==> src/rtl/spike_injector.sv <==
// Spike injector: FIFO-buffered packet feeder for the swarm grid with stress/fault throttling,
// hysteresis and a refractory gap after each burst. Define SPIKE_INJ_STATS_EN for sent/stall counters.
module spike_injector #(
  parameter int DEPTH     = 16,
  parameter int STRESS_HI = 200,
  parameter int STRESS_LO = 150,
  parameter int BURST     = 4
) (
  input  logic                     clk,
  input  logic                     rst,
  input  logic                     in_valid,
  output logic                     in_ready,
  input  logic [7:0]               in_data_a,
  input  logic [7:0]               in_data_b,
  input  logic [7:0]               stress,
  input  logic                     fault_inject,
  output logic                     spike_valid,
  output logic [7:0]               spike_data_a,
  output logic [7:0]               spike_data_b,
  output logic [$clog2(DEPTH):0]   level,
  output logic                     throttled
`ifdef SPIKE_INJ_STATS_EN
  ,
  output logic [15:0]              sent_count,
  output logic [15:0]              stall_count
`endif
);

  localparam int PW = $clog2(DEPTH);
  localparam int LW = PW + 1;
  localparam int BW = $clog2(BURST + 1);
  localparam logic [7:0] HI = 8'(STRESS_HI);
  localparam logic [7:0] LO = 8'(STRESS_LO);

  typedef enum logic [1:0] {RUN, GAP, THROTTLE} state_t;

  state_t          state, state_next;
  logic [BW-1:0]   burst_cnt, burst_next;
  logic [PW-1:0]   wptr, rptr;
  logic [15:0]     mem [DEPTH];
  logic            push, pop, empty, throttle_req, release_ok;

  assign empty        = (level == '0);
  assign in_ready     = (level < LW'(DEPTH));
  assign push         = in_valid && in_ready;
  assign throttle_req = (stress > HI) || fault_inject;
  assign release_ok   = (stress < LO) && !fault_inject;
  assign throttled    = (state == THROTTLE);

  always_comb begin
    state_next = state;
    burst_next = burst_cnt;
    pop        = 1'b0;
    unique case (state)
      RUN: begin
        if (throttle_req) begin
          state_next = THROTTLE;
          burst_next = '0;
        end else if (!empty) begin
          pop = 1'b1;
          if (burst_cnt == BW'(BURST - 1)) begin
            state_next = GAP;
            burst_next = '0;
          end else begin
            burst_next = burst_cnt + 1'b1;
          end
        end else begin
          burst_next = '0;
        end
      end
      GAP: begin
        burst_next = '0;
        state_next = throttle_req ? THROTTLE : RUN;
      end
      THROTTLE: begin
        burst_next = '0;
        if (release_ok) state_next = RUN;
      end
      default: begin
        state_next = RUN;
        burst_next = '0;
      end
    endcase
  end

  // Storage carries no reset: pointers and level reset, so stale contents are never read.
  always_ff @(posedge clk) begin
    if (push) mem[wptr] <= {in_data_a, in_data_b};
  end

  always_ff @(posedge clk or posedge rst) begin
    if (rst) begin
      state        <= RUN;
      burst_cnt    <= '0;
      wptr         <= '0;
      rptr         <= '0;
      level        <= '0;
      spike_valid  <= 1'b0;
      spike_data_a <= '0;
      spike_data_b <= '0;
    end else begin
      state       <= state_next;
      burst_cnt   <= burst_next;
      spike_valid <= pop;
      if (push) wptr <= wptr + 1'b1;
      if (pop) begin
        rptr                         <= rptr + 1'b1;
        {spike_data_a, spike_data_b} <= mem[rptr];
      end
      unique case ({push, pop})
        2'b10:   level <= level + 1'b1;
        2'b01:   level <= level - 1'b1;
        default: level <= level;
      endcase
    end
  end

`ifdef SPIKE_INJ_STATS_EN
  always_ff @(posedge clk or posedge rst) begin
    if (rst) begin
      sent_count  <= '0;
      stall_count <= '0;
    end else begin
      if (spike_valid && sent_count != '1) sent_count <= sent_count + 1'b1;
      if (state == THROTTLE && !empty && stall_count != '1) stall_count <= stall_count + 1'b1;
    end
  end
`endif

endmodule

==> config.mk <==
export PLATFORM = sky130hd
export DESIGN_NAME = spike_injector
export DESIGN_NICKNAME = d
export VERILOG_FILES = /design/src/rtl/spike_injector.sv
export SDC_FILE = /design/constraint.sdc
export NUM_CORES = 1
export LEC_CHECK = 0
export CELL_PAD_IN_SITES_DETAIL_PLACEMENT = 1
export CELL_PAD_IN_SITES_GLOBAL_PLACEMENT = 2
export CORE_ASPECT_RATIO = 0.9
export CORE_UTILIZATION = 40
export CTS_CLUSTER_DIAMETER = 150
export DETAILED_ROUTE_END_ITERATION = 6
export HOLD_SLACK_MARGIN = 0.08
export PLACE_DENSITY_LB_ADDON = 0.3
export SLEW_MARGIN = 20
export SYNTH_ARGS = -nofsm -noshare
export SYNTH_HDL_FRONTEND = slang
export SYNTH_SLANG_ARGS = --single-unit
export TNS_END_PERCENT = 30
==> constraint.sdc <==
create_clock -name clk -period 4.4 [get_ports clk]
set_input_delay 0.88 -clock clk [delete_from_list [all_inputs] [get_ports clk]]
set_output_delay 0.88 -clock clk [all_outputs]
set_load 0.05 [all_outputs]
==> impl_metrics.json <==
{
  "violations": "DRC",
  "hold_viol": 0,
  "period_minus_slack_ns": 3.419,
  "ant_nets": 0,
  "grt_usage": 0.1876,
  "reg2reg_depth": 11,
  "worstPathRequired_ns": 4.83,
  "yosysUniqueCellTypes": 33,
  "drc": 12,
  "mostFrequentLayoutCell": "edfxtp_1",
  "r2r_start": "state[0]",
  "fp.dieH_um": 161.3,
  "startpoint_type": "input pin",
  "cp-startpoint": "stress[0]",
  "crit_type": "in2reg",
  "crit_path_end_kind": "flop",
  "syn_to_final_growth_pct": 18.00,
  "final_cell_mix": "edfxtp_1, mux4_2, clkdlybuf4s50_1, mux2i_1, dfrtp_1",
  "avgSynthCellArea_um2": 20.77,
  "cts_hold_buf": 0,
  "vias": 5538,
  "tightestPinTransition_ns": 0.9724,
  "max-slew-margin-rel": 0.3517,
  "peakVddDrop_v": 0.0003016,
  "p_sw_mw": 2.494,
  "dp_hpwl_mm": 14.88,
  "cts.path.max_buffers": 3,
  "clkTransAtPathRegs_ns": 0.06,
  "drive_above_1_share": 0.2377,
  "cts_buffers": 31,
  "dp_cells": 945,
  "vias_per_cell": 5.521,
  "grt.overflow.total": 0,
  "core.rowCount": 57,
  "r2r-end": "level[4]",
  "place_congestion": 0.7243,
  "max-cap-violations": 0,
  "cts.sinks": 291,
  "min_path_cells": 1,
  "dieWidth_um": 179.0,
  "die_area_mm2": 0.02888,
  "syn_area_mm2": 0.01128,
  "critPathArrivalTime_ns": 3.85,
  "io_buffers": 51,
  "placed_area_mm2": 0.01235,
  "setup_ws_ns": 0.9806,
  "final_cells": 1003,
  "swShare": 0.3057,
  "pin_count": 52,
  "p_per_area_mw_per_mm2": 612.9,
  "finalCritPeriodShare": 0.7771,
  "cts_resized": 0,
  "coreArea_mm2": 0.02739,
  "worstSkewPairLatency_ns": 0.55,
  "synth_seq_cells": 291,
  "grt_antenna_before_repair": 1,
  "syn_nets": 582,
  "status": "finished with violations",
  "leakage_nw": 4.386,
  "timing.setup.tns_ns": 0,
  "grt_max_degree": 43,
  "r2r_slack_ns": 1.62,
  "min_path_type": "reg2reg",
  "first_iter_violations": 335,
  "min_to": "burst_cnt[0]",
  "internal_power_mw": 5.664,
  "setup_viol": 0,
  "min_from": "burst_cnt[0]",
  "path_max_fanout": 7,
  "yosys_warnings": 0,
  "stdcell_area_mm2": 0.01331,
  "fill_cells": 2513,
  "nets": 663,
  "initial_core_util": 0.4119,
  "cts_setup_buffers": 0,
  "hold_ws_ns": 0.4486,
  "yosysSeqAreaShare": 0.7591,
  "root_buffer": "clkbuf_16",
  "fin_worst_skew_ns": 0.007460,
  "rsz0062_at_grt": "no",
  "grt_pass1_vias": 6096,
  "synthCells": 543,
  "routed_wl_mm": 25.77,
  "slew_viol_final": 0,
  "clockPowerShare": 0.299,
  "power_frac_seq": 0.445,
  "power_frac_comb": 0.256,
  "drt-wirelength-per-cell_um": 25.69,
  "dr.pass1.iters": 6,
  "ctsHtreeMaxLevel": 1,
  "cts_tree": "done",
  "fmax_mhz": 292.4,
  "pre_cts_slack_ns": 0.3888,
  "grt_pass1_wl_mm": 38.70
}
[power groups by stage]
stage          clock (mW)  combinational (mW)  sequential (mW)
6_report             2.44                2.09             3.63
5_1_grt              2.58                2.24             3.68
4_1_cts              2.50                2.13             3.64
3_5_place_dp            0                2.13             3.70
3_3_place_gp            0                2.07             3.67
2_1_floorplan           0                1.30             3.78
[synth_stat cells, drive strengths merged]
master	instances	share of area
xnor2	7	0.0054
clkbuf	13	0.0043
and3	1	0.00055
inv	10	0.0033
nor3b	2	0.0013
nor2	14	0.0047
xor2	2	0.0016
nor2b	2	0.0011
fa	1	0.0018
mux4	64	0.13
ha	10	0.011
nor3	6	0.0027
edfxtp	256	0.68
clkinv	1	0.00044
nand2b	4	0.0022
o41ai	1	0.00078
o31a	1	0.00078
a21oi	5	0.0022
o221ai	16	0.012
buf	14	0.0071
nand3	3	0.0018
nand2	30	0.010
nand4	3	0.0017
a21o	2	0.0013
o21ai	5	0.0022
dfrtp	35	0.078
or3b	1	0.00078
mux2i	33	0.029
o311ai	1	0.0023
[flip-flops by register name, summed over array words and instances, names as in the netlist]
| register | flops |
|---|---|
| rptr | 4 |
| spike_valid | 1 |
| state | 2 |
| mem | 256 |
| burst_cnt | 3 |
| spike_data_b | 8 |
| wptr | 4 |
| spike_data_a | 8 |
| level | 5 |
[worst max path at each step]
stage | end | slack [ns]
3_5_place_dp | level[4] | 0.39
2_1_floorplan | level[4] | 1.08
3_3_place_gp | level[4] | 0.56
4_1_cts | level[4] | 0.97
5_1_grt | level[4] | 0.81
6_report | level[4] | 0.98
[final cells by class]
class,count,area (um2),area share
antenna,1,2.502,0.0001880
clock buffer,37,798.3,0.05997
clock inverter,20,156.4,0.01175
inverter,11,42.54,0.003196
multi-input combinational,214,2596,0.1950
sequential,291,8569,0.6438
tap,354,442.9,0.03327
timing repair buffer,75,703.2,0.05282
[per-layer routing]
metal  part of all wire  wire (um)  vias up  global-route usage
met5                  0          0        -                   0
met4              0.032        826        0             0.06279
met3              0.048       1241       57             0.03107
met2               0.51      13050      148              0.3177
met1               0.41      10660     2955              0.2455
li1                   -          -     2378                   -
[cells by family after synthesis]
logic type                 count (synthesis)  share of synthesized area
AOI/OAI and AO/OA                         31                    0.02207
xor gates and xnor gates                   9                   0.006988
adders and majority gates                 11                    0.01287
buffers and inverters                     38                    0.01519
DFF                                      291                     0.7591
muxes                                     97                     0.1571
and+or+nand+nor                           66                    0.02673
[worst max-delay path, stage by stage]
cell	delay, ns
clkdlybuf4s50_1	0.41
o31a_1	0.35
o311ai_4	0.26
nand3_2	0.12
clkinv_2	0.11
ha_1	0.23
inv_1	0.11
fa_1	0.43
nor2b_1	0.14
o21ai_0	0.12
nand3_1	0.11
or3b_2	0.45
xnor2_1	0.14
[through the flow]
step                total power, mW    util
finish                        8.159  0.4861
global route                  8.507  0.4860
CTS                           8.270  0.4860
detailed placement            5.823  0.4511
global placement              5.744  0.4511
floorplan                     5.081       -
(Power assumes the default switching activity.)
==> RTL change (same settings) <==
Encoding of `state_t`: now one-hot (3 bits for 3 states).
--- a/src/rtl/spike_injector.sv
+++ b/src/rtl/spike_injector.sv
@@ -32,7 +32,7 @@
   localparam logic [7:0] HI = 8'(STRESS_HI);
   localparam logic [7:0] LO = 8'(STRESS_LO);
 
-  typedef enum logic [1:0] {RUN, GAP, THROTTLE} state_t;
+  typedef enum logic [2:0] {RUN = 3'b001, GAP = 3'b010, THROTTLE = 3'b100} state_t;
 
   state_t          state, state_next;
   logic [BW-1:0]   burst_cnt, burst_next;
Behaviour: no difference found for any inputs over 4 cycles, from zero or initial values and one cycle with rst high; so few cycles prove little.
==> RTL change against the original RTL <==
- critical endpoint unchanged
- synthesized area is 2.5% higher
- sequential power rose by 3%
- setup slack better by 0.18 ns
- synthesized cell count down 0.55%
- design area rose by 1.8%
- via count down 1.3%
- power up 9.0%
- clock power rose by 3%
- highest routed layer unchanged
- die area is 2.5% higher
- non-clock buffer count shrank 2
- wire length fell by 4.0%
- sequential cell count up 1
- sequential share of layout area is 0.95 points lower
==> RTL change: results (changes against the original RTL) <==
[grt]
grt_usage = 0.173  ; -0.0149
grt_antenna_before_repair = 0  ; -1
grt_pass1_vias = 5769  ; -5.4%
grt_use_met2 = 0.279  ; -0.0390
globalRouteMet1Util = 0.251  ; +0.00580

[setup_path]
cp-startpoint = stress[5]
slowest_stage = a2bb2oi_1
reg2regPathDepth = 9  ; -2
cp_slowest_stage_delay_ns = 0.56  ; +0.11 ns
cp_top_family = compound AO/OA/AOI/OAI gates
r2r_start = level[4]
crit_arrival_ns = 3.71  ; -0.14 ns

[route]
drt_iter0_markers = 342  ; +2.1%
vias = 5464  ; -1.3%
drt_pass1_iterations = 4  ; -2
routed_wl_mm = 24.7  ; -4.0%

[power]
combPwrFrac = 0.295  ; +0.039
irDropWorstVdd_v = 0.000370  ; +23%
internal_power_mw = 6.12  ; +8.1%
p_leak_nw = 4.61  ; +5.2%
comb_cell_power_mw = 2.62  ; +25%

[finish]
drive_gt1_frac = 0.254  ; +0.0162
n_fill_cell = 2565  ; +2.1%

[yosys]
synthArstFlopShare = 0.123  ; +0.00301
synth_fp_nets = 579  ; -0.52%
postSynthAreaPerCell_um2 = 21.4  ; +3.1%
synthTopCellsByArea = edfxtp_1 66%, mux4_2 12%, dfrtp_1 7.6%

[status]
status = completed

[sta]
whs_ns = 0.507  ; +0.0582 ns
clock_skew_ns = 0.0106  ; +0.00319 ns
fin_crit_ns = 3.24  ; -0.179 ns
worst_slew_pin_slew_ns = 1.01  ; +0.0348 ns

[place]
gp_congestion = 0.723  ; -0.15%
dpl.hpwl_mm = 13.7  ; -7.6%
placed_cells = 947  ; +0.21%
dpl_cell_area_mm2 = 0.0126  ; +1.7%

[clocking]
cts_made_buffers = 30  ; -3.2%

-- RTL change: worst register-to-register path, stage by stage, from the launching register on --
cell	delay (ns)
dfrtp_1	0.44
or4_4	0.55
nor2_4	0.18
nor3_4	0.07
ha_1	0.30
fa_1	0.43
a21o_1	0.18
a21oi_1	0.17
mux2i_1	0.25
xnor2_1	0.14
-- RTL change: layout make-up --
type | instances | area [um2] | area share
flip-flops and latches | 292 | 8600 | 0.634
multi-input cells | 217 | 2810 | 0.207
clock buffers | 35 | 769 | 0.0568
repair buffers | 73 | 688 | 0.0508
well taps | 360 | 450 | 0.0332
clock inverters | 20 | 216 | 0.0160
inverters | 5 | 18.8 | 0.00138
diodes | 1 | 2.50 | 0.000185
-- RTL change: kinds of logic (layout without fill, tap and decap cells) --
group / Yosys count / in the layout / share of synthesized area
AND/OR/NAND/NOR: 49 / 49 / 0.0237
adder cells (fa/ha/maj): 11 / 11 / 0.0126
XOR/XNOR: 11 / 11 / 0.00833
other: 0 / 1 / 0
AO/OA/AOI/OAI: 15 / 15 / 0.00898
multiplexers: 131 / 131 / 0.188
flip-flops: 292 / 292 / 0.743
buffers and inverters: 31 / 133 / 0.0158
-- RTL change: how the worst min path moves through the flow --
stage,depth (start not counted),from,end
after floorplan,1,burst_cnt[2],burst_cnt[2]
after global placement,1,spike_data_a[6],spike_data_a[6]
after detailed placement,1,burst_cnt[2],burst_cnt[2]
after CTS,1,spike_data_a[6],spike_data_a[6]
after global routing,1,spike_data_a[6],spike_data_a[6]
final,1,spike_data_a[6],spike_data_a[6]
-- RTL change: routing by layer --
layer  routed length [um]  part of all wire
met2                11700              0.47
met1                11700              0.47
met3                  990             0.040
met5                    0                 0
met4                  393             0.016
